File: src/rtl/e203_exu_pkg.sv
// ---------------------------------------------------------------------------
// e203_exu_pkg
// Shared types and constants for the EXU long-pipe tracker.
//   ITAG_PORT_W   : width of itag ports (itags are zero-extended to this)
//   RIDX_W        : register index width
//   PC_W          : program counter width
//   DEFAULT_DEPTH : default number of outstanding long-pipe entries
//   oitf_entry_t  : one tracked instruction {vld, rdwen, rdfpu, rdidx, pc}
//   entry_hits()  : destination-register match of an entry vs. a register
// ---------------------------------------------------------------------------
package e203_exu_pkg;

    localparam int unsigned ITAG_PORT_W   = 5;
    localparam int unsigned RIDX_W        = 5;
    localparam int unsigned PC_W          = 32;
    localparam int unsigned DEFAULT_DEPTH = 2;

    typedef struct packed {
        logic              vld;
        logic              rdwen;
        logic              rdfpu;
        logic [RIDX_W-1:0] rdidx;
        logic [PC_W-1:0]   pc;
    } oitf_entry_t;

    // An in-flight entry conflicts with a register only if it will actually
    // write that register in the same register file.
    function automatic logic entry_hits(input oitf_entry_t       e,
                                        input logic [RIDX_W-1:0] idx,
                                        input logic              fpu);
        return e.vld & e.rdwen & (e.rdidx == idx) & (e.rdfpu == fpu);
    endfunction

endpackage

File: src/rtl/e203_exu_wrap_ptr.sv
// ---------------------------------------------------------------------------
// e203_exu_wrap_ptr
// Circular pointer with a wrap flag. The flag toggles each time the pointer
// wraps from DEPTH-1 back to 0, so two pointers with equal values can be
// told apart as "empty" (flags equal) or "full" (flags differ).
//   clk  : clock
//   rst  : asynchronous active-high reset (pointer and flag to 0)
//   ena  : advance the pointer by one
//   ptr  : current pointer value
//   flag : current wrap flag
// ---------------------------------------------------------------------------
module e203_exu_wrap_ptr #(
    parameter int unsigned W     = 1,
    parameter int unsigned DEPTH = 2
) (
    input  logic         clk,
    input  logic         rst,
    input  logic         ena,
    output logic [W-1:0] ptr,
    output logic         flag
);

    localparam logic [W-1:0] LAST = W'(DEPTH - 1);

    logic [W-1:0] r_ptr;
    logic         r_flag;

    always_ff @(posedge clk or posedge rst) begin
        if (rst) begin
            r_ptr  <= '0;
            r_flag <= 1'b0;
        end else if (ena) begin
            if (r_ptr == LAST) begin
                r_ptr  <= '0;
                r_flag <= ~r_flag;
            end else begin
                r_ptr  <= r_ptr + 1'b1;
            end
        end
    end

    assign ptr  = r_ptr;
    assign flag = r_flag;

endmodule

File: src/rtl/e203_exu_longp_tracker.sv
// ---------------------------------------------------------------------------
// e203_exu_longp_tracker
// Outstanding long-pipe instruction tracker (OITF). Allocates an itag per
// dispatched long-pipe instruction, keeps its rd/pc, presents the oldest
// entry to the write-back arbiter and flags RAW/WAW hazards of the
// dispatching instruction against every in-flight entry.
//   clk, rst                 : clock, asynchronous active-high reset
//   dis_ena/dis_ready/dis_ptr: allocation handshake and granted itag
//   dis_rd*/dis_pc           : destination metadata of the dispatching instr
//   dis_rsN*                 : source operands checked for dependence
//   dep_rs1..3, dep_rd       : RAW / WAW hazard flags
//   oitf_empty               : no entry in flight
//   oitf_ret_*               : itag and metadata of the oldest entry
//   oitf_ret_ena             : oldest entry retires
// ---------------------------------------------------------------------------
module e203_exu_longp_tracker
    import e203_exu_pkg::*;
#(
    parameter int unsigned DEPTH     = DEFAULT_DEPTH,
    parameter int unsigned ITAG_W    = $clog2(DEPTH),
    parameter bit          ASSERT_EN = 1'b1
) (
    input  logic                   clk,
    input  logic                   rst,
    input  logic                   dis_ena,
    output logic                   dis_ready,
    output logic [ITAG_PORT_W-1:0] dis_ptr,
    input  logic                   dis_rdwen,
    input  logic                   dis_rdfpu,
    input  logic [RIDX_W-1:0]      dis_rdidx,
    input  logic [PC_W-1:0]        dis_pc,
    input  logic                   dis_rs1en,
    input  logic                   dis_rs2en,
    input  logic                   dis_rs3en,
    input  logic                   dis_rs1fpu,
    input  logic                   dis_rs2fpu,
    input  logic                   dis_rs3fpu,
    input  logic [RIDX_W-1:0]      dis_rs1idx,
    input  logic [RIDX_W-1:0]      dis_rs2idx,
    input  logic [RIDX_W-1:0]      dis_rs3idx,
    output logic                   dep_rs1,
    output logic                   dep_rs2,
    output logic                   dep_rs3,
    output logic                   dep_rd,
    output logic                   oitf_empty,
    output logic [ITAG_PORT_W-1:0] oitf_ret_ptr,
    output logic [RIDX_W-1:0]      oitf_ret_rdidx,
    output logic [PC_W-1:0]        oitf_ret_pc,
    output logic                   oitf_ret_rdwen,
    output logic                   oitf_ret_rdfpu,
    input  logic                   oitf_ret_ena
);

    logic [ITAG_W-1:0] w_alc_ptr;
    logic [ITAG_W-1:0] w_ret_ptr;
    logic              w_alc_flag;
    logic              w_ret_flag;
    logic              w_empty;
    logic              w_full;
    logic              w_alc_fire;
    logic              w_ret_fire;
    logic              w_hit_rs1;
    logic              w_hit_rs2;
    logic              w_hit_rs3;
    logic              w_hit_rd;

    oitf_entry_t r_ent [DEPTH];

    assign w_empty    = (w_alc_ptr == w_ret_ptr) && (w_alc_flag == w_ret_flag);
    assign w_full     = (w_alc_ptr == w_ret_ptr) && (w_alc_flag != w_ret_flag);
    // Neither fire can happen in a state where the pointers coincide with the
    // other operation also firing, so alloc and retire never touch one slot.
    assign w_alc_fire = dis_ena & ~w_full;
    assign w_ret_fire = oitf_ret_ena & ~w_empty;

    e203_exu_wrap_ptr #(.W(ITAG_W), .DEPTH(DEPTH)) u_alc_ptr (
        .clk  (clk),
        .rst  (rst),
        .ena  (w_alc_fire),
        .ptr  (w_alc_ptr),
        .flag (w_alc_flag)
    );

    e203_exu_wrap_ptr #(.W(ITAG_W), .DEPTH(DEPTH)) u_ret_ptr (
        .clk  (clk),
        .rst  (rst),
        .ena  (w_ret_fire),
        .ptr  (w_ret_ptr),
        .flag (w_ret_flag)
    );

    always_ff @(posedge clk or posedge rst) begin
        if (rst) begin
            for (int unsigned i = 0; i < DEPTH; i++) begin
                r_ent[i] <= '0;
            end
        end else begin
            if (w_ret_fire) begin
                r_ent[w_ret_ptr].vld <= 1'b0;
            end
            if (w_alc_fire) begin
                r_ent[w_alc_ptr] <= '{vld:   1'b1,
                                      rdwen: dis_rdwen,
                                      rdfpu: dis_rdfpu,
                                      rdidx: dis_rdidx,
                                      pc:    dis_pc};
            end
        end
    end

    // Hazards are evaluated on registered state only; the instruction
    // dispatching this cycle is not yet an entry.
    always_comb begin
        w_hit_rs1 = 1'b0;
        w_hit_rs2 = 1'b0;
        w_hit_rs3 = 1'b0;
        w_hit_rd  = 1'b0;
        for (int unsigned i = 0; i < DEPTH; i++) begin
            w_hit_rs1 = w_hit_rs1 | entry_hits(r_ent[i], dis_rs1idx, dis_rs1fpu);
            w_hit_rs2 = w_hit_rs2 | entry_hits(r_ent[i], dis_rs2idx, dis_rs2fpu);
            w_hit_rs3 = w_hit_rs3 | entry_hits(r_ent[i], dis_rs3idx, dis_rs3fpu);
            w_hit_rd  = w_hit_rd  | entry_hits(r_ent[i], dis_rdidx,  dis_rdfpu);
        end
    end

    assign dep_rs1 = dis_rs1en & w_hit_rs1;
    assign dep_rs2 = dis_rs2en & w_hit_rs2;
    assign dep_rs3 = dis_rs3en & w_hit_rs3;
    assign dep_rd  = dis_rdwen & w_hit_rd;

    assign dis_ready      = ~w_full;
    assign dis_ptr        = ITAG_PORT_W'(w_alc_ptr);
    assign oitf_empty     = w_empty;
    assign oitf_ret_ptr   = ITAG_PORT_W'(w_ret_ptr);
    assign oitf_ret_rdidx = r_ent[w_ret_ptr].rdidx;
    assign oitf_ret_pc    = r_ent[w_ret_ptr].pc;
    assign oitf_ret_rdwen = r_ent[w_ret_ptr].rdwen;
    assign oitf_ret_rdfpu = r_ent[w_ret_ptr].rdfpu;

    generate
        if (ASSERT_EN) begin : g_chk
            a_no_dis_when_full : assert property (
                @(posedge clk) disable iff (rst) !(dis_ena && w_full));
        end
    endgenerate

endmodule
File: config.mk
export PLATFORM = sky130hd
export DESIGN_NAME = e203_exu_longp_tracker
export DESIGN_NICKNAME = d
export VERILOG_FILES = /design/src/rtl/e203_exu_pkg.sv /design/src/rtl/e203_exu_wrap_ptr.sv /design/src/rtl/e203_exu_longp_tracker.sv
export SDC_FILE = /design/constraint.sdc
export NUM_CORES = 1
export LEC_CHECK = 0
export ABC_AREA = 1
export CORE_MARGIN = 2
export CORE_UTILIZATION = 29
export DETAILED_ROUTE_END_ITERATION = 7
export HOLD_SLACK_MARGIN = 0.12
export PLACE_DENSITY = 0.65
export SLEW_MARGIN = 20
export SYNTH_ARGS = -nofsm -noshare
export SYNTH_HDL_FRONTEND = slang
export SYNTH_SLANG_ARGS = --single-unit
File: constraint.sdc
create_clock -name clk -period 2.7 [get_ports clk]
set_input_delay 0.54 -clock clk [delete_from_list [all_inputs] [get_ports clk]]
set_output_delay 0.54 -clock clk [all_outputs]
set_load 0.005 [all_outputs]
==> flow_metrics.env <==
export IMPL_outcome="finished, final reports clean"
export IMPL_synth_top_cells_by_area="sky130_fd_sc_hd__dfrtp_1 (46%), sky130_fd_sc_hd__nand2_1 (23%), sky130_fd_sc_hd__o21ai_0 (9.4%)"
export IMPL_post_synth_cell_area_avg_sq_um=7.06
export IMPL_dr_first_iter_drc_count=240
export IMPL_count_of_placed_standard_cells_including_taps=924
export IMPL_leak_pwr_uw=0.00308
export IMPL_initial_core_util_pct=29.8
export IMPL_netlist_top_cell_by_area="sky130_fd_sc_hd__dfrtp_1"
export IMPL_route_detailed_drc=0
export IMPL_fin_crit_sh_pct=98.2
export IMPL_syn2layout_area_growth_pct=35.0
export IMPL_post_cts_setup_repair_bufs=0
export IMPL_endpoint_kind="output port"
export IMPL_cts_hold_buffers=0
export IMPL_worst_skew_pair_late_latency_ns=0.33
export IMPL_ctsLongestPathBuffers=2
export IMPL_hold_depth=2
export IMPL_postPlaceCellArea_sq_um=5820
export IMPL_postSynthCellCount=641
export IMPL_grt_pass1_wl_um=19800
export IMPL_max_cap_viol_count=0
export IMPL_crit_path_max_fanout=4
export IMPL_report_final_setup_viol=0
export IMPL_rsz0062_at_grt="no"
export IMPL_final_layout_size_suffix_gt1_share_pct=4.53
export IMPL_crit_required_ns=2.16
export IMPL_grt_ovfl_total=0
export IMPL_register_to_register_setup_slack_ns=0.84
export IMPL_path_class="in2out"
export IMPL_post_drt_wl_per_cell_um=12.4
export IMPL_cts_reportedPaths_clkPinSlew_ns=0.05
export IMPL_first_global_vias=4063
export IMPL_gp_routability_congestion=0.905
export IMPL_synthDominantCellAreaShare_pct=46.4
export IMPL_route_vias_total=4222
export IMPL_synth_ff_latch_count=84
export IMPL_r2r_worst_path_cells=6
export IMPL_mappedNetlistArea_sq_um=4530
export IMPL_coreArea_sq_um=15200
export IMPL_seq_area_frac_synth_pct=46.4
export IMPL_postSynth_asyncResetShare_pct=100
export IMPL_vias_per_cell=4.50
export IMPL_grt_start_max_net_pins=85
export IMPL_synth_top_flop_cell="sky130_fd_sc_hd__dfrtp_1"
export IMPL_netlist_cell_type_count=23
export IMPL_final_hold_viol_count=0
export IMPL_worstPathArrival_ns=2.11
export IMPL_totalWireLength_um=11600
export IMPL_yosysWarningCount=0
export IMPL_powerDensity_nw_per_um2=1120
export IMPL_clock_tree_htree_level_count=3
export IMPL_synth_most_common_cell="sky130_fd_sc_hd__nand2_1"
export IMPL_min_period_ns=2.65
export IMPL_clock_fmax_mhz=377
export IMPL_hp_class="reg2reg"
export IMPL_antenna_found_initial=0
export IMPL_num_nets_final=811
export IMPL_seq_area_sq_um=2100
export IMPL_worst_case_hold_path_end_point="r_ent[3]"
export IMPL_ir_drop_v=0.000505
export IMPL_worst_clock_skew_ns=0.00650
export IMPL_fp_dieArea_sq_um=16600
export IMPL_num_antenna_cells=0
export IMPL_critical_path_reg2reg_endpoint="r_ent[63]"
export IMPL_synth_enable_flop_cells=0
export IMPL_worstHoldStart="r_ent[3]"
export IMPL_firstDrtPassIters=4
export IMPL_die_w_um=129
export IMPL_placement_rows=45
export IMPL_final_cell_area_sq_um=6110
export IMPL_synth_top_cells_by_count="sky130_fd_sc_hd__nand2_1 (279), sky130_fd_sc_hd__o21ai_0 (85), sky130_fd_sc_hd__dfrtp_1 (84), sky130_fd_sc_hd__inv_1 (80), sky130_fd_sc_hd__nor2_1 (24)"
export IMPL_cp_start_kind="input port"
export IMPL_ant_nets=0
export IMPL_filler_cell_count=1574
export IMPL_port_buffer_count=110
export IMPL_multi_input_logic_area_sq_um=1920
export IMPL_pin_count=119
export IMPL_global_routing_usage_summed_across_all_routing_layers_pct=14.9
export IMPL_numClockSinks=84
export IMPL_hpwlAfterDp_um=8250
export IMPL_clk_root_buffer_cell="sky130_fd_sc_hd__clkbuf_16"
export IMPL_cts_tree="yes"
export IMPL_drv_slew=0
export IMPL_final_cell_count_no_fill=938
export IMPL_cts_buffers=9
export IMPL_hold_slack_ns=0.469
export IMPL_r2r_start="u_ret_ptr.ptr"
export IMPL_die_h_um=129
## cells in the final DEF, fill, tap and decap left out, types with 4 or more instances in the layout
master	instances
sky130_fd_sc_hd__o21ai_0	85
sky130_fd_sc_hd__clkbuf_16	9
sky130_fd_sc_hd__nand2_1	279
sky130_fd_sc_hd__dlymetal6s2s_1	8
sky130_fd_sc_hd__nand3_1	12
sky130_fd_sc_hd__buf_4	10
sky130_fd_sc_hd__conb_1	8
sky130_fd_sc_hd__xor2_1	5
sky130_fd_sc_hd__a21oi_1	8
sky130_fd_sc_hd__dfrtp_1	83
sky130_fd_sc_hd__clkdlybuf4s50_1	100
sky130_fd_sc_hd__o21ai_1	10
sky130_fd_sc_hd__buf_12	4
sky130_fd_sc_hd__nor2_1	23
sky130_fd_sc_hd__inv_1	79
sky130_fd_sc_hd__xnor2_1	9
## per-stage QoR
step           setup TNS, ns  utilization [%]  setup WS [ns]  power, uW
2_1_floorplan              0                -           1.13       4200
3_3_place_gp         -0.0373             38.3        -0.0373       5730
3_5_place_dp         -0.0447             38.3        -0.0447       5770
4_1_cts                    0             40.1        0.00553       7000
5_1_grt                    0             40.2       0.000584       7590
6_report                   0             40.2         0.0494       6870
## sequential cells by signal (all words and copies together) (netlist names)
signal / flops
r_ent: 80
u_alc_ptr.flag: 1
u_alc_ptr.ptr: 1
u_ret_ptr.flag: 1
u_ret_ptr.ptr: 1
## layer usage
layer  global-route usage (%)  wire length, um
met1                     20.3             5540
met5                        0                0
met2                     23.4             5100
met4                     5.37              244
met3                     3.37              712
## final cells by class
class,count,share of cell area (%)
clock buffer,11,3.81
clock inverter,3,0.655
inverter,81,5.03
multi-input combinational,447,31.4
sequential,84,34.4
tap,188,3.85
timing repair buffer,124,20.8
## worst max-delay path by stage
stage	to	start
3_3_place_gp	dep_rd	dis_rdidx[4]
4_1_cts	dep_rs3	dis_rs3idx[3]
5_1_grt	dep_rs1	dis_rs1idx[0]
2_1_floorplan	dep_rs2	dis_rs2idx[2]
6_report	dep_rs1	dis_rs1idx[4]
3_5_place_dp	dep_rd	dis_rdidx[3]
## worst max-delay path: stages
cell,delay [ns]
sky130_fd_sc_hd__clkdlybuf4s50_1,0.53
sky130_fd_sc_hd__inv_1,0.05
sky130_fd_sc_hd__nand2_1,0.05
sky130_fd_sc_hd__nand2_1,0.05
sky130_fd_sc_hd__nor3_1,0.17
sky130_fd_sc_hd__nand2_1,0.08
sky130_fd_sc_hd__a21oi_1,0.12
sky130_fd_sc_hd__clkdlybuf4s50_1,0.52
## cells by family after synthesis
| kind of cell | Yosys count | synth area share, % |
|---|---|---|
| other | 1 | 0.0828 |
| buffers and inverters | 117 | 11.9 |
| DFF | 84 | 46.4 |
| AOI/OAI and AO/OA | 105 | 11.7 |
| and+or+nand+nor | 320 | 27.2 |
| xor gates and xnor gates | 14 | 2.71 |
## where the power goes
part | leakage [uW] | internal, uW | switching [uW]
logic | 0.00191 | 1620 | 1770
registers | 0.00103 | 1880 | 431
clock network | 0.000135 | 704 | 462
total | 0.00308 | 4210 | 2660
## repair_timing
action,4_1_cts,5_1_grt
endpoints found under the setup margin,1,3
resized for setup,2,9
pin swaps,0,1
Power figures use the tool's default switching activity.
